File: src/rtl/uart_pkg.sv
// uart_pkg: definitions shared by the UART command parser slice.
//   - state_t          : frame decoder states (IDLE, ADDR, DH, DL, CHK)
//   - SYNC_BYTE_DEFAULT : default frame start marker
//   - calc_timeout_clks : converts an inter-byte gap in byte times into clocks
package uart_pkg;

  typedef enum logic [2:0] {
    ST_IDLE = 3'd0,
    ST_ADDR = 3'd1,
    ST_DH   = 3'd2,
    ST_DL   = 3'd3,
    ST_CHK  = 3'd4
  } state_t;

  localparam logic [7:0] SYNC_BYTE_DEFAULT = 8'hA5;

  // One byte on the line is 10 bit times (start + 8 data + stop). The
  // clocks-per-bit ratio is truncated first, so the result is a whole number
  // of truncated bit periods (50 MHz / 115200 -> 434, 4 bytes -> 17360).
  function automatic int unsigned calc_timeout_clks(
    input int unsigned freq,
    input int unsigned baud,
    input int unsigned bytes
  );
    return bytes * 10 * (freq / baud);
  endfunction

endpackage

File: src/rtl/uart_cmd_parser_if.sv
// uart_cmd_parser_if: byte-stream input and register-write output of the
// UART command parser bundled into one interface.
//   rdata/vld        : byte stream from the UART receiver (vld is a 1-cycle pulse)
//   wr_en/addr/data  : single-cycle register write towards the register file
//   frm_err          : 1-cycle pulse on checksum mismatch or inter-byte timeout
//   busy             : a frame is being collected
//   good_cnt/err_cnt : frame statistics, present only with UART_CMD_PARSER_STATS_EN
// Modports: slave = the parser, master = the environment driving it.
interface uart_cmd_parser_if;
  logic [7:0]  rdata;
  logic        vld;
  logic        wr_en;
  logic [7:0]  wr_addr;
  logic [15:0] wr_data;
  logic        frm_err;
  logic        busy;
`ifdef UART_CMD_PARSER_STATS_EN
  logic [15:0] good_cnt;
  logic [15:0] err_cnt;
`endif

  modport slave (
    input  rdata, vld,
    output wr_en, wr_addr, wr_data, frm_err, busy
`ifdef UART_CMD_PARSER_STATS_EN
    , output good_cnt, err_cnt
`endif
  );

  modport master (
    output rdata, vld,
    input  wr_en, wr_addr, wr_data, frm_err, busy
`ifdef UART_CMD_PARSER_STATS_EN
    , input good_cnt, err_cnt
`endif
  );
endinterface

File: src/rtl/uart_gap_timer.sv
// uart_gap_timer: counts clocks since the last received byte of a frame.
//   clk, nrst : clock, asynchronous active-low reset
//   clr       : restart the count at 0 (byte received, or parser idle)
//   en        : count this cycle (parser inside a frame)
//   expire    : high during the last allowed gap cycle (count == TO-1, no clr)
// The counter saturates at TO-1 so it never wraps if the parser lingers.
module uart_gap_timer #(
  parameter int unsigned TO = 17360
) (
  input  logic clk,
  input  logic nrst,
  input  logic clr,
  input  logic en,
  output logic expire
);

  localparam int unsigned W = (TO > 1) ? $clog2(TO) : 1;
  localparam logic [W-1:0] LAST = W'(TO - 32'd1);

  logic [W-1:0] cnt_q, cnt_d;

  always_comb begin
    cnt_d = cnt_q;
    if (clr) begin
      cnt_d = '0;
    end else if (en && (cnt_q != LAST)) begin
      cnt_d = cnt_q + 1'b1;
    end
  end

  always_ff @(posedge clk or negedge nrst) begin
    if (!nrst) begin
      cnt_q <= '0;
    end else begin
      cnt_q <= cnt_d;
    end
  end

  // clr covers a byte arriving on the expiry cycle: the byte wins.
  assign expire = en && !clr && (cnt_q == LAST);

endmodule

File: src/rtl/uart_cmd_parser.sv
// uart_cmd_parser: decodes 5-byte register-write frames
//   SYNC, ADDR, DATA_H, DATA_L, CHK (CHK = ADDR ^ DATA_H ^ DATA_L)
// from the UART receiver byte stream and issues a single-cycle write.
// Ports:
//   clk, nrst : clock, asynchronous active-low reset
//   bus       : uart_cmd_parser_if.slave (rdata/vld in; wr_en, wr_addr,
//               wr_data, frm_err, busy out; good_cnt/err_cnt when the
//               UART_CMD_PARSER_STATS_EN macro is defined)
// wr_en / frm_err appear one clock after the CHK byte; an inter-byte gap of
// TO clocks abandons the frame and pulses frm_err.
module uart_cmd_parser
  import uart_pkg::*;
#(
  parameter int unsigned BAUDRATE      = 115200,
  parameter int unsigned FREQ          = 50_000_000,
  parameter logic [7:0]  SYNC_BYTE     = SYNC_BYTE_DEFAULT,
  parameter int unsigned TIMEOUT_BYTES = 4
) (
  input logic             clk,
  input logic             nrst,
  uart_cmd_parser_if.slave bus
);

  localparam int unsigned TO = calc_timeout_clks(FREQ, BAUDRATE, TIMEOUT_BYTES);

  state_t      state_q, state_d;
  logic [7:0]  addr_q, addr_d;
  logic [7:0]  dh_q, dh_d;
  logic [7:0]  dl_q, dl_d;
  logic        wr_en_q, wr_en_d;
  logic [7:0]  wr_addr_q, wr_addr_d;
  logic [15:0] wr_data_q, wr_data_d;
  logic        frm_err_q, frm_err_d;
  logic        gap_expire;

  uart_gap_timer #(
    .TO(TO)
  ) u_gap_timer (
    .clk    (clk),
    .nrst   (nrst),
    .clr    (bus.vld || (state_q == ST_IDLE)),
    .en     (state_q != ST_IDLE),
    .expire (gap_expire)
  );

  always_comb begin
    state_d   = state_q;
    addr_d    = addr_q;
    dh_d      = dh_q;
    dl_d      = dl_q;
    wr_en_d   = 1'b0;
    wr_addr_d = wr_addr_q;
    wr_data_d = wr_data_q;
    frm_err_d = 1'b0;

    case (state_q)
      ST_IDLE: begin
        if (bus.vld && (bus.rdata == SYNC_BYTE)) begin
          state_d = ST_ADDR;
        end
      end
      // A SYNC value inside a frame is plain data: no resync.
      ST_ADDR: begin
        if (bus.vld) begin
          addr_d  = bus.rdata;
          state_d = ST_DH;
        end
      end
      ST_DH: begin
        if (bus.vld) begin
          dh_d    = bus.rdata;
          state_d = ST_DL;
        end
      end
      ST_DL: begin
        if (bus.vld) begin
          dl_d    = bus.rdata;
          state_d = ST_CHK;
        end
      end
      ST_CHK: begin
        if (bus.vld) begin
          if (bus.rdata == (addr_q ^ dh_q ^ dl_q)) begin
            wr_en_d   = 1'b1;
            wr_addr_d = addr_q;
            wr_data_d = {dh_q, dl_q};
          end else begin
            frm_err_d = 1'b1;
          end
          state_d = ST_IDLE;
        end
      end
      default: state_d = ST_IDLE;
    endcase

    // gap_expire is already suppressed by vld, so it never collides with a
    // byte being processed above.
    if (gap_expire) begin
      state_d   = ST_IDLE;
      frm_err_d = 1'b1;
    end
  end

  always_ff @(posedge clk or negedge nrst) begin
    if (!nrst) begin
      state_q   <= ST_IDLE;
      addr_q    <= '0;
      dh_q      <= '0;
      dl_q      <= '0;
      wr_en_q   <= 1'b0;
      wr_addr_q <= '0;
      wr_data_q <= '0;
      frm_err_q <= 1'b0;
    end else begin
      state_q   <= state_d;
      addr_q    <= addr_d;
      dh_q      <= dh_d;
      dl_q      <= dl_d;
      wr_en_q   <= wr_en_d;
      wr_addr_q <= wr_addr_d;
      wr_data_q <= wr_data_d;
      frm_err_q <= frm_err_d;
    end
  end

  assign bus.wr_en   = wr_en_q;
  assign bus.wr_addr = wr_addr_q;
  assign bus.wr_data = wr_data_q;
  assign bus.frm_err = frm_err_q;
  assign bus.busy    = (state_q != ST_IDLE);

`ifdef UART_CMD_PARSER_STATS_EN
  logic [15:0] good_cnt_q, good_cnt_d;
  logic [15:0] err_cnt_q, err_cnt_d;

  // Counted off the registered pulses, so each lands one clock after its strobe.
  always_comb begin
    good_cnt_d = good_cnt_q;
    err_cnt_d  = err_cnt_q;
    if (wr_en_q && (good_cnt_q != 16'hFFFF)) begin
      good_cnt_d = good_cnt_q + 16'd1;
    end
    if (frm_err_q && (err_cnt_q != 16'hFFFF)) begin
      err_cnt_d = err_cnt_q + 16'd1;
    end
  end

  always_ff @(posedge clk or negedge nrst) begin
    if (!nrst) begin
      good_cnt_q <= '0;
      err_cnt_q  <= '0;
    end else begin
      good_cnt_q <= good_cnt_d;
      err_cnt_q  <= err_cnt_d;
    end
  end

  assign bus.good_cnt = good_cnt_q;
  assign bus.err_cnt  = err_cnt_q;
`endif

endmodule

File: src/flat_wrapper.sv
// flat-port wrapper written by rule: the top's interface ports become plain ports
module uart_cmd_parser_flat import uart_pkg::*;
#(
  parameter int unsigned BAUDRATE      = 115200,
  parameter int unsigned FREQ          = 50_000_000,
  parameter logic [7:0]  SYNC_BYTE     = SYNC_BYTE_DEFAULT,
  parameter int unsigned TIMEOUT_BYTES = 4
)
  (clk, nrst, bus_rdata, bus_vld, bus_wr_en, bus_wr_addr, bus_wr_data, bus_frm_err, bus_busy);
  uart_cmd_parser_if bus_i ();
  input logic clk;
  input logic nrst;
  input wire logic [$bits(bus_i.rdata)-1:0] bus_rdata;
  input wire logic [$bits(bus_i.vld)-1:0] bus_vld;
  output wire logic [$bits(bus_i.wr_en)-1:0] bus_wr_en;
  output wire logic [$bits(bus_i.wr_addr)-1:0] bus_wr_addr;
  output wire logic [$bits(bus_i.wr_data)-1:0] bus_wr_data;
  output wire logic [$bits(bus_i.frm_err)-1:0] bus_frm_err;
  output wire logic [$bits(bus_i.busy)-1:0] bus_busy;
  assign bus_i.rdata = bus_rdata;
  assign bus_i.vld = bus_vld;
  assign bus_wr_en = bus_i.wr_en;
  assign bus_wr_addr = bus_i.wr_addr;
  assign bus_wr_data = bus_i.wr_data;
  assign bus_frm_err = bus_i.frm_err;
  assign bus_busy = bus_i.busy;
  uart_cmd_parser #(.BAUDRATE(BAUDRATE), .FREQ(FREQ), .SYNC_BYTE(SYNC_BYTE), .TIMEOUT_BYTES(TIMEOUT_BYTES)) u_core (.clk(clk), .nrst(nrst), .bus(bus_i));
endmodule
File: config.mk
export PLATFORM = sky130hd
export DESIGN_NAME = uart_cmd_parser_flat
export DESIGN_NICKNAME = d
export VERILOG_FILES = /design/src/rtl/uart_pkg.sv /design/src/rtl/uart_cmd_parser_if.sv /design/src/rtl/uart_gap_timer.sv /design/src/rtl/uart_cmd_parser.sv /design/src/flat_wrapper.sv
export SDC_FILE = /design/constraint.sdc
export NUM_CORES = 1
export LEC_CHECK = 0
export BUFFER_PORTS_ARGS = -buffer_cell sky130_fd_sc_hd__buf_2
export CAP_MARGIN = 25
export CORE_MARGIN = 2
export CORE_UTILIZATION = 52
export DETAILED_ROUTE_END_ITERATION = 6
export MAX_ROUTING_LAYER = met4
export PLACE_DENSITY_LB_ADDON = 0.12
export SYNTH_ARGS = -nofsm -noshare
export SYNTH_HDL_FRONTEND = slang
export SYNTH_SLANG_ARGS = --single-unit
export TNS_END_PERCENT = 5
File: constraint.sdc
create_clock -name clk -period 1.8 [get_ports clk]
set_input_delay 0.36 -clock clk [delete_from_list [all_inputs] [get_ports clk]]
set_output_delay 0.36 -clock clk [all_outputs]
set_load 0.01 [all_outputs]
==> impl_results.md <==
* CP startpoint: u_core.dl_q[0]
* Ports at 38
* Mapped Area at 3099 um2
* Root Buffer Master: clkbuf_8
* Register area share after synthesis at 54.91%
* Crit path required time at 2030 ps
* Layout cells sized above 1 at 49.06%
* Worst Path Max Fanout at 9
* Vias in the first global route at 2085
* Syn Nets at 245
* Detailed placement HPWL at 4226 um
* Clk_skew at 12.92 ps
* Residual DRC at 0
* R2R setup slack at -110 ps
* Post-synth top area share at 54.91%
* Crit share post-route at 106.4%
* Sink Count at 68
* Area delta synth->final at 28.66%
* Routed Antenna Nets at 0
* Worst Hold Slack at 20.71 ps
* Cells after synthesis at 233
* Initial antenna violation count at 0
* CTS tree: done
* Hold buffer count at CTS at 0
* Crit path kind: flop to flop
* Post-Syn Area per Cell at 13.30 um2
* DR vias at 2014
* Worst ir drop on vdd at 776.5 uV
* Synth warnings at 0
* Drt total wl at 6169 um
* Status: finished with violations
* Final setup viols at 25
* Largest net degree at the start of global routing at 69
* H-tree levels at 3
* Area leader, netlist: dfrtp_1
* Predominant post-synthesis flop cell: dfrtp_1
* Pre-CTS WS at -174.3 ps
* Max cap viols at 0
* Ys async rst share at 100.0%
* Post-layout minimum cycle time at 1915 ps
* I/O Buffers at 37
* Hold Path Class: input port to asynchronous set/reset pin
* CTS Buffer Depth at 2
* Startpoint class of the critical path: flop
* CP endpoint kind: flop
* DP Cell Count at 378
* Wire length per cell at 15.62 um
* Yosys reg bits at 68
* Synth cell count leaders: 68 x dfrtp_1, 29 x mux2_2, 20 x xnor2_1
* Vias/cell at 5.099
* PD cells at 1278 nW/um2
* CTS clk-pin slew, worst paths at 90 ps
* TritonCTS buffer count at 9
* GRT overflow at 0
* RSZ-0062 raised after global routing: true
* Critical R2R Launch: u_core.dl_q[0]
* Worst r2r dst: u_core.bus.wr_addr[6]
* 1st-iter DRT viols at 121
* Arrival time at the worst endpoint at 2140 ps
* Clk Latency, worst-skew pair at 350 ps
* First-pass GRT wire length at 10270 um
* Die width at 81.20 um
* Dominant cell by count in the synthesized netlist: dfrtp_1
* Routability cong. at 0.7826
* Die area at 6593 um2
* Synth top area cells: dfrtp_1 55%, mux2_2 11%, mux2_4 9.2%
* Max-slew violation count at 0
* Post-place instance area at 3679 um2
* # rows at 28
* Setup TNS at -2474 ps
* Total GRT Usage at 21.67%
* Reg2Reg Depth at 6
* Pleak at 2.014 nW
* Smallest setup slack after layout at -114.7 ps
* Violated checks: negative setup slack
* Starting Density at 52.97%
* DIE HEIGHT at 81.20 um
* Number of synthesized flops with an enable pin at 0
* Post-Layout Cell Count at 395
* Final nets at 327
* Placeable Area at 5851 um2
* Synth cell types at 35
* Least-Margin Pin Slew at 368.8 ps
* Worst relative slew slack at 75.41%
* Pre-antenna DRT Iters at 4
* Ant diodes at 0
* Critical Path Sink: u_core.bus.wr_addr[6]
* Post-route cell area at 3988 um2
* Final hold vios at 0
* Max Fclk at 522.3 MHz
==> worst max-delay path, cell delays in order (launching register included) <==
cell and delay (ps):
dfrtp_1 450, xor2_2 180, xnor2_2 160, nor4_4 340
nand3_2 180, buf_6 190, mux2_4 290
==> how the worst min path moves through the flow <==
stage          startpoint               endpoint
6_report             nrst         u_core.dh_q[4]
5_1_grt              nrst  u_core.bus.wr_addr[3]
4_1_cts              nrst  u_core.bus.wr_data[0]
3_3_place_gp         nrst       u_core.addr_q[3]
3_5_place_dp         nrst       u_core.addr_q[3]
2_1_floorplan        nrst       u_core.addr_q[0]
==> layout make-up <==
cell class | count | area [um2]
fillers | 449 | 1863
flip-flops and latches | 68 | 1703
multi-input cells | 155 | 1413
repair buffers | 79 | 524.3
clock buffers | 9 | 123.9
clock inverters | 7 | 122.6
well taps | 75 | 93.84
inverters | 2 | 7.507
==> state kept, by name, summed over array words and instances, names as in the netlist <==
signal,cells
u_core.u_gap_timer.cnt_q,15
u_core.bus.frm_err,1
u_core.bus.wr_data,16
u_core.addr_q,8
u_core.dl_q,8
u_core.state_q,3
u_core.bus.wr_en,1
u_core.bus.wr_addr,8
u_core.dh_q,8
==> layout by cell type, fill, tap and decap left out, types with 2 or more instances in the layout <==
cell type,instances
a21oi_1,5
and3_1,4
and4_1,2
buf_2,37
buf_4,38
buf_6,3
bufinv_16,3
clkbuf_8,9
clkinvlp_4,2
dfrtp_1,67
inv_1,2
mux2_2,29
mux2_4,19
nand2_1,9
nand3_1,5
nor2_1,15
nor4_2,2
nor4bb_1,2
o21ai_0,4
or3_1,5
or4_4,2
xnor2_1,17
xnor2_2,3
xor2_1,13
==> cell families after synthesis <==
kind of cell	share of synthesized area (%)
compound gates	2.463
xor+xnor	9.609
fa+ha+maj	0.4036
buf+inv	1.696
flops	54.91
mux	20.06
simple gates	10.86
==> power by group <==
part,internal (mW),switching (mW)
sequential,1.78,0.249
clock,0.927,0.626
combinational,0.867,0.647
total,3.58,1.52
==> per-stage QoR <==
step | power, mW | util [%]
global route | 5.342 | 68.16
global placement | 3.418 | 62.87
floorplan | 2.884 | -
finish | 5.098 | 68.16
CTS | 5.002 | 67.15
detailed placement | 3.445 | 62.87
==> routing by layer <==
metal | routed length (um) | vias up | GRT usage (%)
li1 | - | 981 | -
met1 | 2976 | 989 | 28.35
met2 | 2911 | 35 | 33.06
met3 | 179 | 9 | 3.667
met4 | 102 | 0 | 10.17
met5 | 0 | - | -
==> what timing repair did <==
action	4_1_cts	5_1_grt
endpoints found under the setup margin	25	27
pin swaps	0	5
setup buffers	0	1
gates resized for setup	1	9
(Power assumes the default switching activity.)
